[config.mk]
export PLATFORM = sky130hd
export DESIGN_NAME = zuc_eea3_crypt
export DESIGN_NICKNAME = d
export VERILOG_FILES = /design/src/rtl/zuc_pkg.sv /design/src/rtl/zuc_ks_fifo.sv /design/src/rtl/zuc_eea3_crypt.sv
export SDC_FILE = /design/constraint.sdc
export NUM_CORES = 1
export LEC_CHECK = 0
export ABC_AREA = 1
export BUFFER_PORTS_ARGS = -buffer_cell sky130_fd_sc_hd__buf_2
export CAP_MARGIN = 30
export CORE_AREA = 10 10 209 211
export DETAILED_ROUTE_END_ITERATION = 8
export DIE_AREA = 0 0 219 221
export GPL_TIMING_DRIVEN = 0
export PLACE_DENSITY = 0.71
export SYNTH_ARGS = -nofsm -noshare
export SYNTH_HDL_FRONTEND = slang
export SYNTH_SLANG_ARGS = --single-unit
[constraint.sdc]
create_clock -name clk -period 3.3 [get_ports clk]
set_input_delay 0.495 -clock clk [delete_from_list [all_inputs] [get_ports clk]]
set_output_delay 0.495 -clock clk [all_outputs]
set_load 0.05 [all_outputs]
[src/rtl/zuc_pkg.sv]
// Shared types and helpers for the EEA3 confidentiality engine.
// Holds the FSM encoding, the IV byte layout and the last-word mask.
package zuc_pkg;

   typedef enum logic [2:0] {
      ST_IDLE,
      ST_LOAD,
      ST_START,
      ST_RUN,
      ST_DRAIN
   } state_t;

   localparam int         IV_HALF_W = 64;
   localparam logic [1:0] IV4_PAD   = 2'b00;
   localparam logic [23:0] IV5_7    = 24'h000000;

   // IV0..7 = COUNT bytes, {BEARER,DIR,00}, three zero bytes; IV8..15 repeat them.
   function automatic logic [127:0] build_iv(input logic [31:0] count,
                                             input logic [4:0]  bearer,
                                             input logic        dir);
      logic [IV_HALF_W-1:0] half;
      half = {count, bearer, dir, IV4_PAD, IV5_7};
      return {half, half};
   endfunction

   // Keeps the lb most significant bits; lb == 0 means the word is full.
   function automatic logic [31:0] last_mask(input logic [4:0] lb);
      return (lb == 5'd0) ? 32'hFFFF_FFFF : ~(32'hFFFF_FFFF >> lb);
   endfunction

endpackage

[src/rtl/zuc_ks_fifo.sv]
// Keystream skid buffer between the keystream core and the XOR datapath.
// Flush empties it in one cycle; push while full is accepted only alongside a pop.
module zuc_ks_fifo #(
   parameter int DEPTH = 2,
   parameter int W     = 32
) (
   input  logic         clk,
   input  logic         rstn,
   input  logic         flush_i,
   input  logic         push_i,
   input  logic [W-1:0] push_data_i,
   input  logic         pop_i,
   output logic         full_o,
   output logic         empty_o,
   output logic [W-1:0] head_o
);

   localparam int AW = $clog2(DEPTH);

   logic [W-1:0]  mem_q [DEPTH];
   logic [AW-1:0] wr_q;
   logic [AW-1:0] rd_q;
   logic [AW:0]   cnt_q;
   logic          do_push;
   logic          do_pop;

   assign empty_o = (cnt_q == '0);
   assign full_o  = (cnt_q == (AW+1)'(DEPTH));
   assign head_o  = mem_q[rd_q];
   assign do_pop  = pop_i && !empty_o;
   assign do_push = push_i && (!full_o || do_pop);

   always_ff @(posedge clk or negedge rstn) begin
      if (!rstn) begin
         wr_q  <= '0;
         rd_q  <= '0;
         cnt_q <= '0;
      end else if (flush_i) begin
         wr_q  <= '0;
         rd_q  <= '0;
         cnt_q <= '0;
      end else begin
         if (do_push) wr_q <= wr_q + AW'(1);
         if (do_pop)  rd_q <= rd_q + AW'(1);
         case ({do_push, do_pop})
            2'b10:   cnt_q <= cnt_q + (AW+1)'(1);
            2'b01:   cnt_q <= cnt_q - (AW+1)'(1);
            default: cnt_q <= cnt_q;
         endcase
      end
   end

   always_ff @(posedge clk) begin
      if (do_push && !flush_i) mem_q[wr_q] <= push_data_i;
   end

endmodule

[src/rtl/zuc_eea3_crypt.sv]
// EEA3 engine: loads CK/IV into the keystream core, then XORs keystream onto the payload.
// One word per cycle, one cycle din->dout latency; output register stalls on dout_ready_i.
module zuc_eea3_crypt
   import zuc_pkg::*;
#(
   parameter int FIFO_DEPTH = 2,
   parameter int LEN_W      = 32
) (
   input  logic             clk,
   input  logic             rstn,
   input  logic             cfg_valid_i,
   output logic             cfg_ready_o,
   input  logic [127:0]     cfg_ck_i,
   input  logic [31:0]      cfg_count_i,
   input  logic [4:0]       cfg_bearer_i,
   input  logic             cfg_dir_i,
   input  logic [LEN_W-1:0] cfg_len_i,
   output logic             ks_init_o,
   output logic             ks_start_o,
   output logic [127:0]     ks_key_o,
   output logic [127:0]     ks_iv_o,
   input  logic             ks_valid_i,
   input  logic [31:0]      ks_word_i,
   output logic             ks_ready_o,
   input  logic             din_valid_i,
   output logic             din_ready_o,
   input  logic [31:0]      din_data_i,
   output logic             dout_valid_o,
   input  logic             dout_ready_i,
   output logic [31:0]      dout_data_o,
   output logic             dout_last_o,
   output logic             busy_o
);

   localparam int NW_W = LEN_W - 4;

   state_t           state_q;
   logic [127:0]     key_q;
   logic [127:0]     iv_q;
   logic [NW_W-1:0]  nw_q;
   logic [NW_W-1:0]  wcnt_q;
   logic [4:0]       lb_q;
   logic [31:0]      dout_data_q;
   logic             dout_last_q;
   logic             dout_valid_q;
   logic             ks_init_q;
   logic             ks_start_q;

   logic [LEN_W:0]   len_rnd;
   logic [NW_W-1:0]  nw_d;
   logic [31:0]      dout_data_d;
   logic [31:0]      ks_head;
   logic             fifo_full;
   logic             fifo_empty;
   logic             fifo_flush;
   logic             fifo_push;
   logic             out_free;
   logic             is_last;
   logic             fire;

   // A zero length is illegal; it is folded into a single full word.
   assign len_rnd = {1'b0, cfg_len_i} + (LEN_W+1)'(31);
   assign nw_d    = (len_rnd[LEN_W:5] == '0) ? NW_W'(1) : len_rnd[LEN_W:5];

   assign out_free    = !dout_valid_q || dout_ready_i;
   assign din_ready_o = (state_q == ST_RUN) && !fifo_empty && out_free && (wcnt_q != nw_q);
   assign fire        = din_valid_i && din_ready_o;
   assign is_last     = (wcnt_q + NW_W'(1)) == nw_q;
   assign dout_data_d = (din_data_i ^ ks_head) & (is_last ? last_mask(lb_q) : 32'hFFFF_FFFF);

   assign ks_ready_o = ((state_q == ST_RUN) && !fifo_full) || (state_q == ST_DRAIN);
   assign fifo_push  = ks_valid_i && ks_ready_o;
   assign fifo_flush = (state_q == ST_DRAIN);

   zuc_ks_fifo #(
      .DEPTH (FIFO_DEPTH),
      .W     (32)
   ) u_ks_fifo (
      .clk         (clk),
      .rstn        (rstn),
      .flush_i     (fifo_flush),
      .push_i      (fifo_push),
      .push_data_i (ks_word_i),
      .pop_i       (fire),
      .full_o      (fifo_full),
      .empty_o     (fifo_empty),
      .head_o      (ks_head)
   );

   always_ff @(posedge clk or negedge rstn) begin
      if (!rstn) begin
         state_q      <= ST_IDLE;
         key_q        <= '0;
         iv_q         <= '0;
         nw_q         <= '0;
         wcnt_q       <= '0;
         lb_q         <= '0;
         dout_data_q  <= '0;
         dout_last_q  <= 1'b0;
         dout_valid_q <= 1'b0;
         ks_init_q    <= 1'b0;
         ks_start_q   <= 1'b0;
      end else begin
         ks_init_q  <= 1'b0;
         ks_start_q <= 1'b0;
         case (state_q)
            ST_IDLE: begin
               if (cfg_valid_i) begin
                  key_q     <= cfg_ck_i;
                  iv_q      <= build_iv(cfg_count_i, cfg_bearer_i, cfg_dir_i);
                  nw_q      <= nw_d;
                  lb_q      <= cfg_len_i[4:0];
                  wcnt_q    <= '0;
                  ks_init_q <= 1'b1;
                  state_q   <= ST_LOAD;
               end
            end
            ST_LOAD: begin
               ks_start_q <= 1'b1;
               state_q    <= ST_START;
            end
            ST_START: state_q <= ST_RUN;
            ST_RUN: begin
               if (fire) begin
                  dout_data_q  <= dout_data_d;
                  dout_last_q  <= is_last;
                  dout_valid_q <= 1'b1;
                  wcnt_q       <= wcnt_q + NW_W'(1);
               end else if (dout_ready_i) begin
                  dout_valid_q <= 1'b0;
               end
               // The final word cannot fire again, so this handshake closes the message.
               if (dout_valid_q && dout_ready_i && dout_last_q) state_q <= ST_DRAIN;
            end
            ST_DRAIN: begin
               dout_last_q <= 1'b0;
               state_q     <= ST_IDLE;
            end
            default: state_q <= ST_IDLE;
         endcase
      end
   end

   assign cfg_ready_o  = (state_q == ST_IDLE);
   assign busy_o       = (state_q != ST_IDLE);
   assign ks_init_o    = ks_init_q;
   assign ks_start_o   = ks_start_q;
   assign ks_key_o     = key_q;
   assign ks_iv_o      = iv_q;
   assign dout_valid_o = dout_valid_q;
   assign dout_data_o  = dout_data_q;
   assign dout_last_o  = dout_last_q;

endmodule

==> results of run 1 <==
## placed cells by master (no fill, tap or decap), types with 6 or more instances in the layout
cell type,n
nand3_1,65
o31ai_1,8
clkinv_2,7
clkbuf_16,40
xnor2_1,47
edfxtp_1,64
a21oi_1,11
nand2_1,1029
nor3_1,14
buf_2,523
buf_4,92
nand4_1,56
clkbuf_8,8
xor2_1,19
o21ai_0,45
nor2_2,6
nor2_4,12
clkbuf_1,60
nor2_1,155
inv_1,121
conb_1,52
nand3b_1,6
dfrtp_1,270
## power groups by stage
| stage | sequential, uW | clock (uW) | combinational (uW) |
|---|---|---|---|
| 2_1_floorplan | 10500 | 0 | 4700 |
| 3_3_place_gp | 6810 | 0 | 11400 |
| 3_5_place_dp | 6850 | 0 | 11600 |
| 4_1_cts | 6820 | 4430 | 11700 |
| 5_1_grt | 7020 | 4610 | 12500 |
| 6_report | 6830 | 4340 | 11600 |
## critical path, stage by stage, from the launching register on
cell and delay [ns]:
dfrtp_1 0.39, nor2_1 0.12, inv_1 0.08, nor2_1 0.16, inv_2 0.07, nor2_1 0.63, clkbuf_1 0.52, clkbuf_1 0.48
nand2_1 0.21, nand2_1 0.11
## sequential cells by signal, summed over array words and instances (netlist names)
register,count
dout_data_o,32
dout_last_o,1
dout_valid_o,1
ks_init_o,1
ks_iv_o,38
ks_key_o,128
ks_start_o,1
lb_q,5
nw_q,28
state_q,3
u_ks_fifo.cnt_q,2
u_ks_fifo.mem_q,64
u_ks_fifo.rd_q,1
u_ks_fifo.wr_q,1
wcnt_q,28
## layout make-up
cell class,instances,area (um^2),area share
clock inverter,14,140,0.00651
buffer,164,1000,0.0464
antenna,5,12.5,0.000581
inverter,128,480,0.0223
sequential,334,8680,0.403
multi-input combinational,1554,6760,0.314
timing repair buffer,515,2650,0.123
clock buffer,57,1140,0.0532
tap,525,657,0.0305
## per-layer routing
| layer | global-route usage | up-vias | wire, um |
|---|---|---|---|
| li1 | - | 7712 | - |
| met1 | 0.266 | 7340 | 22300 |
| met2 | 0.403 | 582 | 28900 |
| met3 | 0.0729 | 85 | 5210 |
| met4 | 0.0632 | 6 | 1380 |
| met5 | 0 | - | 38 |
## synth_stat cells, types with 6 or more instances
cell type / n
nand2_1: 1029
nand4_1: 56
nand3b_1: 6
xor2_1: 19
nor3_1: 14
inv_1: 121
a21oi_1: 11
nand3_1: 65
o31ai_1: 8
buf_2: 13
nor2_2: 6
buf_4: 92
nor2_1: 157
edfxtp_1: 64
dfrtp_1: 270
xnor2_1: 47
nor2_4: 10
o21ai_0: 45
clkbuf_1: 51
## how the worst min path moves through the flow
| stage | startpoint | slack (ns) | cells past startpoint | endpoint |
|---|---|---|---|---|
| after global routing | ks_word_i[14] | 0.1 | 1 | u_ks_fifo.mem_q[0][14] |
| after CTS | ks_word_i[17] | 0.09 | 1 | u_ks_fifo.mem_q[1][17] |
| after global placement | ks_key_o[93] | 0.45 | 2 | ks_key_o[93] |
| after detailed placement | ks_key_o[51] | 0.45 | 2 | ks_key_o[51] |
| final | ks_word_i[16] | 0.12 | 1 | u_ks_fifo.mem_q[1][16] |
| after floorplan | rstn | 0.20 | 0 | dout_data_o[0] |
## kinds of logic after synthesis
family	after synthesis	share of synthesized area
buffers and inverters	292	0.0885
AO/OA/AOI/OAI	76	0.0255
flip-flops	334	0.519
AND/OR/NAND/NOR	1359	0.331
other	1	0.000224
adder cells (fa/ha/maj)	1	0.000748
XOR/XNOR	66	0.0346
## metrics by stage
stage | hold WS [ns] | setup TNS, ns | area (um^2)
after floorplan | 0.199 | 0 | 16900
after global placement | 0.450 | -923.15 | 20100
after detailed placement | 0.453 | 0 | 20200
after CTS | 0.0911 | 0 | 21500
after global routing | 0.0951 | 0 | 21500
final | 0.115 | 0 | 21500
==> metrics.md, run 1 <==
| Metric | Value |
|---|---|
| Outcome | `completed` |
| H-tree lvl count | `2` |
| Power Density | `roughly 1100 mW/mm^2` |
| Post-synthesis register bit count | `around 330` |
| Maximum vdd drop | `between 0.0007 and 0.0008 V` |
| Final min period | `around 2.9 ns` |
| R2r endpoint | `ks_key_o[16]` |
| Number of global-route vias before repair | `between 15k and 20k` |
| Achievable frequency | `roughly 0.35 GHz` |
| Crit path DAT | `about 3.4 ns` |
| Worst-skew pair later-pin latency | `roughly 0.57 ns` |
| Core ar. | `between 0.03 and 0.04 mm^2` |
| Leading area contributor after synthesis | `dfrtp_1` |
| Reg-to-Reg Start | `state_q[1]` |
| Vias after detailed routing | `around 16k` |
| Drt drc | `0` |
| Crit path capture | `ks_key_o[16]` |
| Ranking of synthesized cells by area | `dfrtp_1, nand2_1, edfxtp_1` |
| Cell variety after synth | `38` |
| Clock root buffer | `clkbuf_16` |
| Setup ws final | `0.447 ns` |
| I/O pin total | `564` |
| Chip width | `about 220 um` |
| Area delta synth->final | `28.8%` |
| Switching part of the total | `0.511` |
| Antenna violations before repair | `11` |
| Pre-CTS setup slack | `about 0.32 ns` |
| Worst r2r path cells | `9` |
| Kind of critical path | `flip-flop to flip-flop` |
| Avg Vias per Cell | `~4.8` |
| Crit. End Element | `flip-flop` |
| Worst-margin pin slew | `between 1 and 1.5 ns` |
| Placed cell count | `around 3.2k` |
| Non-Filler Instances | `around 3.3k` |
| DP Wirelength | `around 46000 um` |
| P_leak | `about 0.012 uW` |
| CTS tree | `built` |
| First-pass DRT Iterations | `7` |
| Fillcell total | `approximately 3.7k` |
| RSZ-0062 raised after global routing | `false` |
| Synthesized cell area | `0.0167 mm^2` |
| Hold_buf cts | `1` |
| Die height | `about 220 um` |
| Clock-pin slew on the worst setup and hold paths | `about 0.060 ns` |
| HP Class | `primary input to flip-flop` |
| Syn Area/Cell | `roughly 7.9 um^2` |
| Post-Syn Instances | `2129` |
| R2R Setup Slk | `around 0.45 ns` |
| # clock sinks | `~330` |
| CTS Buf Count | `39` |
| Register area share after synthesis | `0.519` |
| Final Hold Viols | `0` |
| Fin util | `0.546` |
| Tot Pwr | `approximately 23000 uW` |
| GRT Total Usage | `0.231` |
| Post-route ant nets | `0` |
| Rows | `73` |
| GRT overflow | `0` |
| Ys async rst share | `0.808` |
| Crit start category | `flip-flop` |
| CTS resizes | `0` |
| Final Max Tran Viols | `0` |
| Maxcap violations | `0` |
| Top FF cell, synth | `dfrtp_1` |
| Slew margin rel. | `0.330` |
| Layout Nets | `about 3k` |
| Setup Viol. Count Final | `0` |
| RePlAce Congestion | `approximately 0.9` |
| Clock power share | `0.191` |
| CTS max path bufs | `3` |
| Yosys warns | `0` |
| Psw | `11600 uW` |
| Post-Route WL | `between 50000 and 60000 um` |
| Critical path data required time | `3.80 ns` |
| Yosys top cell area share | `0.404` |
| Combinational share of power | `0.509` |
| Power Internal | `around 11000 uW` |
| PortBufs | `511` |
| Setup skew after layout | `0.0283 ns` |
| Fraction of layout cells with a size suffix above 1 | `0.261` |
| Buffer count from post-CTS setup fixing | `0` |
| Initial Util | `0.424` |
| Avg WL per Cell | `around 18 um` |
| Crit Path Max Fanout | `10` |
| Initial drt markers | `about 900` |
| Post-synth EDFFs | `between 60 and 70` |
| Worst Setup SP | `state_q[1]` |
| First-pass GRT wire length | `approximately 90000 um` |
| Sequential share of power | `0.300` |
| Die area | `just under 0.05 mm^2` |
| Largest net degree at the start of global routing | `approximately 100` |
| Final Cycle Share | `0.865` |
No activity file was read; power rests on OpenSTA's default activity.
==> run 2: changes to the inputs <==
ABC_AREA = default   (was 1)
CORE_AREA = 10 10 212 214   (was 10 10 209 211)
DIE_AREA = 0 0 222 224   (was 0 0 219 221)
PLACE_DENSITY = 0.67   (was 0.71)
==> run 2 against run 1 <==
Effect of this change: via count is 9.1% lower; clock skew is 0.0087 ns lower; critical path depth is 2 higher; cell count is 12% lower; die area is 2.7% higher; wire length is 5.8% higher; combinational power is 92% lower.
==> metrics.md, run 2 <==
| Metric | Value |
|---|---|
| Outcome | `completed` |
| H-tree lvl count | `2 (unchanged)` |
| Worst r2r path cells | `11 (+2)` |
| RSZ-0062 raised after global routing | `false` |
| Achievable frequency | `0.322 GHz (-8.0%)` |
| DP Wirelength | `48300 um (+5.6%)` |
| Power Density | `464 mW/mm^2 (-56%)` |
| Setup skew after layout | `0.0196 ns (-0.00866 ns)` |
| Register area share after synthesis | `0.548 (+0.0288)` |
| Crit Path Max Fanout | `10 (unchanged)` |
| Avg WL per Cell | `21.2 um (+21%)` |
| GRT overflow | `0 (unchanged)` |
| Max reg flops | `128 (unchanged)` |
| Synth top cells by count | `nand2_1, dfrtp_1, buf_4` |
| R2r endpoint | `dout_data_o[1]` |
| Drt drc | `0 (unchanged)` |
| Top FF cell, synth | `dfrtp_1` |
| RePlAce Congestion | `0.925 (+0.62%)` |
| Combinational share of power | `0.092 (-0.417)` |
| Maximum vdd drop | `0.000307 V (-57%)` |
| Switching part of the total | `0.252 (-0.259)` |
| Synthesized cell area | `0.0158 mm^2 (-5.3%)` |
| Syn Area/Cell | `9.30 um^2 (+18%)` |
| Post-Route WL | `61200 um (+5.8%)` |
| First-pass GRT wire length | `90700 um (+2.8%)` |
| I/O pin total | `564 (unchanged)` |
| Yosys warns | `0 (unchanged)` |
| Reg-to-Reg Start | `wcnt_q[1]` |
| Post-route ant nets | `0 (unchanged)` |
| Clock power share | `0.440 (+0.249)` |
| Crit path DAT | `3.52 ns (+0.17 ns)` |
| Ys async rst share | `0.808 (unchanged)` |
| Post-DP Area | `0.0193 mm^2 (-4.4%)` |
| Worst-skew pair later-pin latency | `0.56 ns (about the same)` |
| Largest net degree at the start of global routing | `120 (+21%)` |
| Kind of critical path | `flip-flop to flip-flop` |
| Antenna violations before repair | `36 (+25)` |
| Fin area | `0.0207 mm^2 (-3.8%)` |
| Final min period | `3.10 ns (+0.249 ns)` |
| Ranking of synthesized cells by area | `dfrtp_1, nand2_1, edfxtp_1` |
| Most frequent cell after synthesis | `nand2_1` |
| Post-synth EDFFs | `64 (unchanged)` |
| Power Internal | `7180 uW (-35%)` |
| Final Max Tran Viols | `0 (unchanged)` |
| Clock-pin slew on the worst setup and hold paths | `0.06 ns (about the same)` |
| Final Hold Viols | `0 (unchanged)` |
| Fin util | `0.511 (-0.0351)` |
| Leading area contributor after synthesis | `dfrtp_1` |
| Crit start category | `flip-flop` |
| CTS max path bufs | `3 (unchanged)` |
| Chip width | `222 um (+1.4%)` |
| Area delta synth->final | `30.7%` |
| Core ar. | `0.0406 mm^2 (+2.8%)` |
| # clock sinks | `334 (unchanged)` |
| Avg Vias per Cell | `4.95 (+3.7%)` |
| CTS tree | `built` |
| Most frequent cells in the layout | `nand2_1, buf_2, dfrtp_1, buf_4, clkbuf_1` |
| Critical path data required time | `3.72 ns (-0.08 ns)` |
| GRT Total Usage | `0.235 (+0.00433)` |
| Yosys top cell area share | `0.427 (+0.0224)` |
| R2R Setup Slk | `0.20 ns (-0.25 ns)` |
| Initial drt markers | `938 (+4.0%)` |
| Worst Setup SP | `wcnt_q[1]` |
| Hold wc startpoint | `ks_word_i[27]` |
| Vias after detailed routing | `14.3k (-9.1%)` |
| Number of global-route vias before repair | `14.5k (-8.2%)` |
| Final Cycle Share | `0.940 (+0.0754)` |
| CTS Buf Count | `38 (-2.6%)` |
| Initial Util | `0.391 (-0.0331)` |
| Setup Viol. Count Final | `0 (unchanged)` |
| Post-synthesis register bit count | `334 (unchanged)` |
| Sequential share of power | `0.469 (+0.169)` |
| Fraction of layout cells with a size suffix above 1 | `0.301 (+0.0404)` |
| Slew margin rel. | `0.363 (+0.0331)` |
| Clock root buffer | `clkbuf_16` |
| HP Class | `primary input to flip-flop` |
| Layout Nets | `2578 (-14%)` |
| Worst-margin pin slew | `0.947 ns (-0.0561 ns)` |
| Rows | `74 (+1.4%)` |
| Crit path capture | `dout_data_o[1]` |
| Die height | `224 um (+1.4%)` |
| P_leak | `0.0112 uW (-4.8%)` |
| Commonest non-fill, non-tap cell in the layout | `nand2_1` |
| Post-Syn Instances | `1703 (-20%)` |
| First-pass DRT Iterations | `5 (-2)` |
| Cell variety after synth | `68 (+79%)` |
| Die area | `0.0497 mm^2 (+2.7%)` |
| Maxcap violations | `0 (unchanged)` |
| PortBufs | `507 (-0.78%)` |
| Psw | `2420 uW (-79%)` |
| Crit. End Element | `flip-flop` |
run 2: cell count changes in the layout (fill, tap and decap cells not counted), sizes merged, moves of 34 or more:
cell   delta
nand2   -461
nor2     -93
a21oi    +50
xor2     +62
nand4    -36
mux2i    +34
inv     -114
run 2: kinds of logic after synthesis:
| kind of cell | after synthesis | synth area share |
|---|---|---|
| compound gates | 197 | 0.0736 |
| fa+ha+maj | 1 | 0.000790 |
| mux | 37 | 0.0236 |
| simple gates | 822 | 0.222 |
| other cells | 1 | 0.000237 |
| buf+inv | 202 | 0.0718 |
| xor+xnor | 109 | 0.0603 |
| flops | 334 | 0.548 |
run 2: what timing repair did:
item / in CTS / in global routing
resized for setup: 4 / 22
pin swaps: 2 / 1
hold buffers: 1 / 0
endpoints found under the hold margin: 71 / 0
endpoints found under the setup margin: 57 / 60
buffers inserted: 3 / 0
run 2: how the worst min path moves through the flow:
stage          depth (start not counted)                     end
6_report                               1  u_ks_fifo.mem_q[1][27]
5_1_grt                                1   u_ks_fifo.mem_q[1][2]
4_1_cts                                1  u_ks_fifo.mem_q[0][27]
3_5_place_dp                           2            ks_key_o[15]
3_3_place_gp                           2           ks_key_o[127]
2_1_floorplan                          0          dout_data_o[0]
run 2: area by class of cell:
| class | count | area, um^2 |
|---|---|---|
| inverter | 13 | 48.8 |
| tap | 532 | 666 |
| multi-input combinational | 1218 | 6270 |
| clock inverter | 15 | 165 |
| buffer | 189 | 1100 |
| timing repair buffer | 515 | 2670 |
| fill | 3839 | 19900 |
| sequential | 334 | 8680 |
| antenna | 17 | 42.5 |
| clock buffer | 55 | 1070 |
run 2: worst max-delay path: stages (launching register included):
cell and delay [ns]:
dfrtp_1 0.44, ha_2 0.29, and3_1 0.17, clkbuf_1 0.31, nand3_4 0.21, o21a_1 0.24, o21a_1 0.17, a2111o_1 0.46
nor4_4 0.22, buf_4 0.21, buf_6 0.16, a31oi_1 0.09
run 2: stage by stage:
step / hold slack, ns / cells / total power (uW) / setup slack [ns] / TNS [ns]
after global routing: 0.0984 / 2878 / 9930 / 0.0315 / 0
after global placement: 0.452 / 2793 / 5380 / -3.38 / -939.85
after detailed placement: 0.457 / 2797 / 5440 / -0.849 / -29.56
after floorplan: 0.199 / 1754 / 5040 / 0.432 / 0
final: 0.118 / 2888 / 9600 / 0.198 / 0
after CTS: 0.0910 / 2871 / 9680 / 0.0311 / 0
run 2: routing by layer:
layer  up-vias  share of wire  track usage
met2       532           0.52        0.421
met4        28          0.035       0.0871
met5         -         0.0031            0
li1       6756              -            -
met3       128          0.076       0.0711
met1      6847           0.37        0.258
run 2: power groups by stage:
| stage | registers, uW | clock network [uW] | logic [uW] |
|---|---|---|---|
| global route | 4510 | 4470 | 954 |
| finish | 4500 | 4220 | 879 |
| global placement | 4570 | 0 | 811 |
| CTS | 4500 | 4300 | 877 |
| floorplan | 4560 | 0 | 479 |
| detailed placement | 4570 | 0 | 869 |
==> run 3: changes to the inputs <==
PLACE_DENSITY = default   (was 0.67)
PLACE_DENSITY_LB_ADDON = 0.12   (was default)
==> run 3 against run 2 <==
Effect of this change: critical path depth unchanged; first-iteration DRC count decreased by 3.8%; via count decreased by 2.4%; die area unchanged; largest power group unchanged.
==> metrics.md, run 3 (synthesis gave the netlist of run 2 again) <==
| Metric | Value |
|---|---|
| Crit path DAT | `3.53 ns (about the same)` |
| Most frequent cells in the layout | `nand2_1, buf_2, dfrtp_1, buf_4` |
| Crit Path Max Fanout | `10 (unchanged)` |
| Number of global-route vias before repair | `14.3k (-0.88%)` |
| Reg-to-Reg Start | `wcnt_q[0]` |
| Initial Util | `0.391 (unchanged)` |
| Final min period | `3.11 ns (+0.00837 ns)` |
| Worst hold path depth | `1 (unchanged)` |
| Avg WL per Cell | `20.9 um (-1.1%)` |
| Sequential Area | `0.00868 mm^2 (about the same)` |
| R2r endpoint | `dout_data_o[6]` |
| Post-Route WL | `60500 um (-1.1%)` |
| Avg Vias per Cell | `4.83 (-2.4%)` |
| Clock-pin slew on the worst setup and hold paths | `0.07 ns (about the same)` |
| Tot Pwr | `9590 uW (about the same)` |
| CTS max path bufs | `3 (unchanged)` |
| Outcome | `completed` |
| Chip width | `222 um (unchanged)` |
| Worst-margin pin slew | `0.874 ns (-0.0732 ns)` |
| CTS tree | `built` |
| Vias after detailed routing | `14.0k (-2.4%)` |
| Achievable frequency | `0.322 GHz (-0.27%)` |
| Fillcell total | `3991 (+4.0%)` |
| Die area | `0.0497 mm^2 (unchanged)` |
| Layout Nets | `2579 (+0.039%)` |
| Largest net degree at the start of global routing | `118 (-1.7%)` |
| Power Density | `463 mW/mm^2 (about the same)` |
| Final Max Tran Viols | `0 (unchanged)` |
| R2R Setup Slk | `0.19 ns (about the same)` |
| Pre-CTS setup slack | `-0.671 ns (+0.178 ns)` |
| Kind of critical path | `flip-flop to flip-flop` |
| Critical path data required time | `3.72 ns (about the same)` |
| HP Class | `primary input to flip-flop` |
| DP Wirelength | `48100 um (-0.25%)` |
| Post-route ant nets | `0 (unchanged)` |
| RSZ-0062 raised after global routing | `true` |
| Crit start category | `flip-flop` |
| Die height | `224 um (unchanged)` |
| TNS Setup | `0 ns (unchanged)` |
| H-tree lvl count | `2 (unchanged)` |
| Multi-input logic area | `0.00625 mm^2 (-0.26%)` |
| RePlAce Congestion | `0.918 (-0.76%)` |
| P_leak | `0.0112 uW (+0.27%)` |
| Maximum vdd drop | `0.000317 V (+3.6%)` |
| Rows | `74 (unchanged)` |
| Commonest non-fill, non-tap cell in the layout | `nand2_1` |
| Final Hold Viols | `0 (unchanged)` |
| Fraction of layout cells with a size suffix above 1 | `0.302 (+0.000686)` |
| Core ar. | `0.0406 mm^2 (unchanged)` |
| Clock root buffer | `clkbuf_16` |
| Setup skew after layout | `0.0196 ns (+0.00000190 ns)` |
| Crit. End Element | `flip-flop` |
| Hold EP | `u_ks_fifo.mem_q[1][1]` |
| Placed cell count | `2797 (unchanged)` |
| Max reg flops | `128 (unchanged)` |
| Slew margin rel. | `0.417 (+0.0546)` |
| Final Cycle Share | `0.943 (+0.00254)` |
| First-pass GRT wire length | `90500 um (-0.27%)` |
| GRT overflow | `0 (unchanged)` |
| Area delta synth->final | `30.7% (about the same)` |
| # clock sinks | `334 (unchanged)` |
| GRT Total Usage | `0.236 (+0.000654)` |
| CTS Buf Count | `38 (unchanged)` |
| Setup ws final | `0.190 ns (-0.00837 ns)` |
| I/O pin total | `564 (unchanged)` |
| Setup Viol. Count Final | `0 (unchanged)` |
| Antenna violations before repair | `37 (+2.8%)` |
| Worst r2r path cells | `11 (unchanged)` |
| Maxcap violations | `0 (unchanged)` |
| First-pass DRT Iterations | `4 (-1)` |
| Initial drt markers | `902 (-3.8%)` |
| Worst-skew pair later-pin latency | `0.56 ns (about the same)` |
| Non-Filler Instances | `2888 (unchanged)` |
| Drt drc | `0 (unchanged)` |
| Hold wc startpoint | `ks_word_i[1]` |
| PortBufs | `507 (unchanged)` |
-- run 3: layer usage --
metal / share of wire / track usage / routed length [um] / up-vias
met5: 0.0035 / 0 / 210 / -
met4: 0.043 / 0.116 / 2580 / 34
met3: 0.076 / 0.0788 / 4620 / 125
met2: 0.50 / 0.405 / 30500 / 419
met1: 0.37 / 0.259 / 22600 / 6622
li1: - / - / - / 6755
-- run 3: cell type report --
| type | count | share of cell area |
|---|---|---|
| clock inverter | 16 | 0.00840 |
| antenna | 19 | 0.00230 |
| tap | 532 | 0.0322 |
| multi-input combinational | 1218 | 0.302 |
| timing repair buffer | 516 | 0.130 |
| buffer | 189 | 0.0532 |
| inverter | 13 | 0.00236 |
| sequential | 334 | 0.419 |
| clock buffer | 51 | 0.0508 |
-- run 3: stage by stage --
stage          utilization  area (um^2)  hold slack, ns
2_1_floorplan            -        16000           0.199
3_3_place_gp         0.474        19200           0.454
3_5_place_dp         0.477        19300           0.413
4_1_cts              0.508        20600          0.0886
5_1_grt              0.510        20700          0.0975
6_report             0.510        20700           0.116
-- run 3: how the worst max path moves through the flow --
stage	slack [ns]	to	startpoint
CTS	0.004	dout_data_o[18]	wcnt_q[0]
floorplan	0.43	wcnt_q[10]	state_q[2]
finish	0.19	dout_data_o[6]	wcnt_q[0]
detailed placement	-0.67	dout_data_o[12]	wcnt_q[12]
global placement	-3.52	ks_key_o[28]	rstn
global route	-0.006	ks_key_o[118]	state_q[2]
-- run 3: timing repair --
action                     CTS  global route
hold buffers                 1             0
setup endpoints to repair   54            57
hold endpoints to repair    39             0
pin swaps                    2             1
resized for setup            3            20
buffers inserted             4             0
-- run 3: report_power, final --
group          switching (uW)  internal (uW)
clock                    1750           2480
sequential               52.4           4440
combinational             565            306
total                    2360           7230
-- run 3: critical path, stage by stage, from the launching register on --
cell and delay (ns):
dfrtp_1 0.47, ha_2 0.28, nand3_1 0.22, or4_1 0.51
clkbuf_1 0.20, or3b_1 0.40, a31oi_1 0.15, o2bb2ai_1 0.13
nor4_4 0.13, buf_4 0.21, buf_6 0.16, a31oi_1 0.08
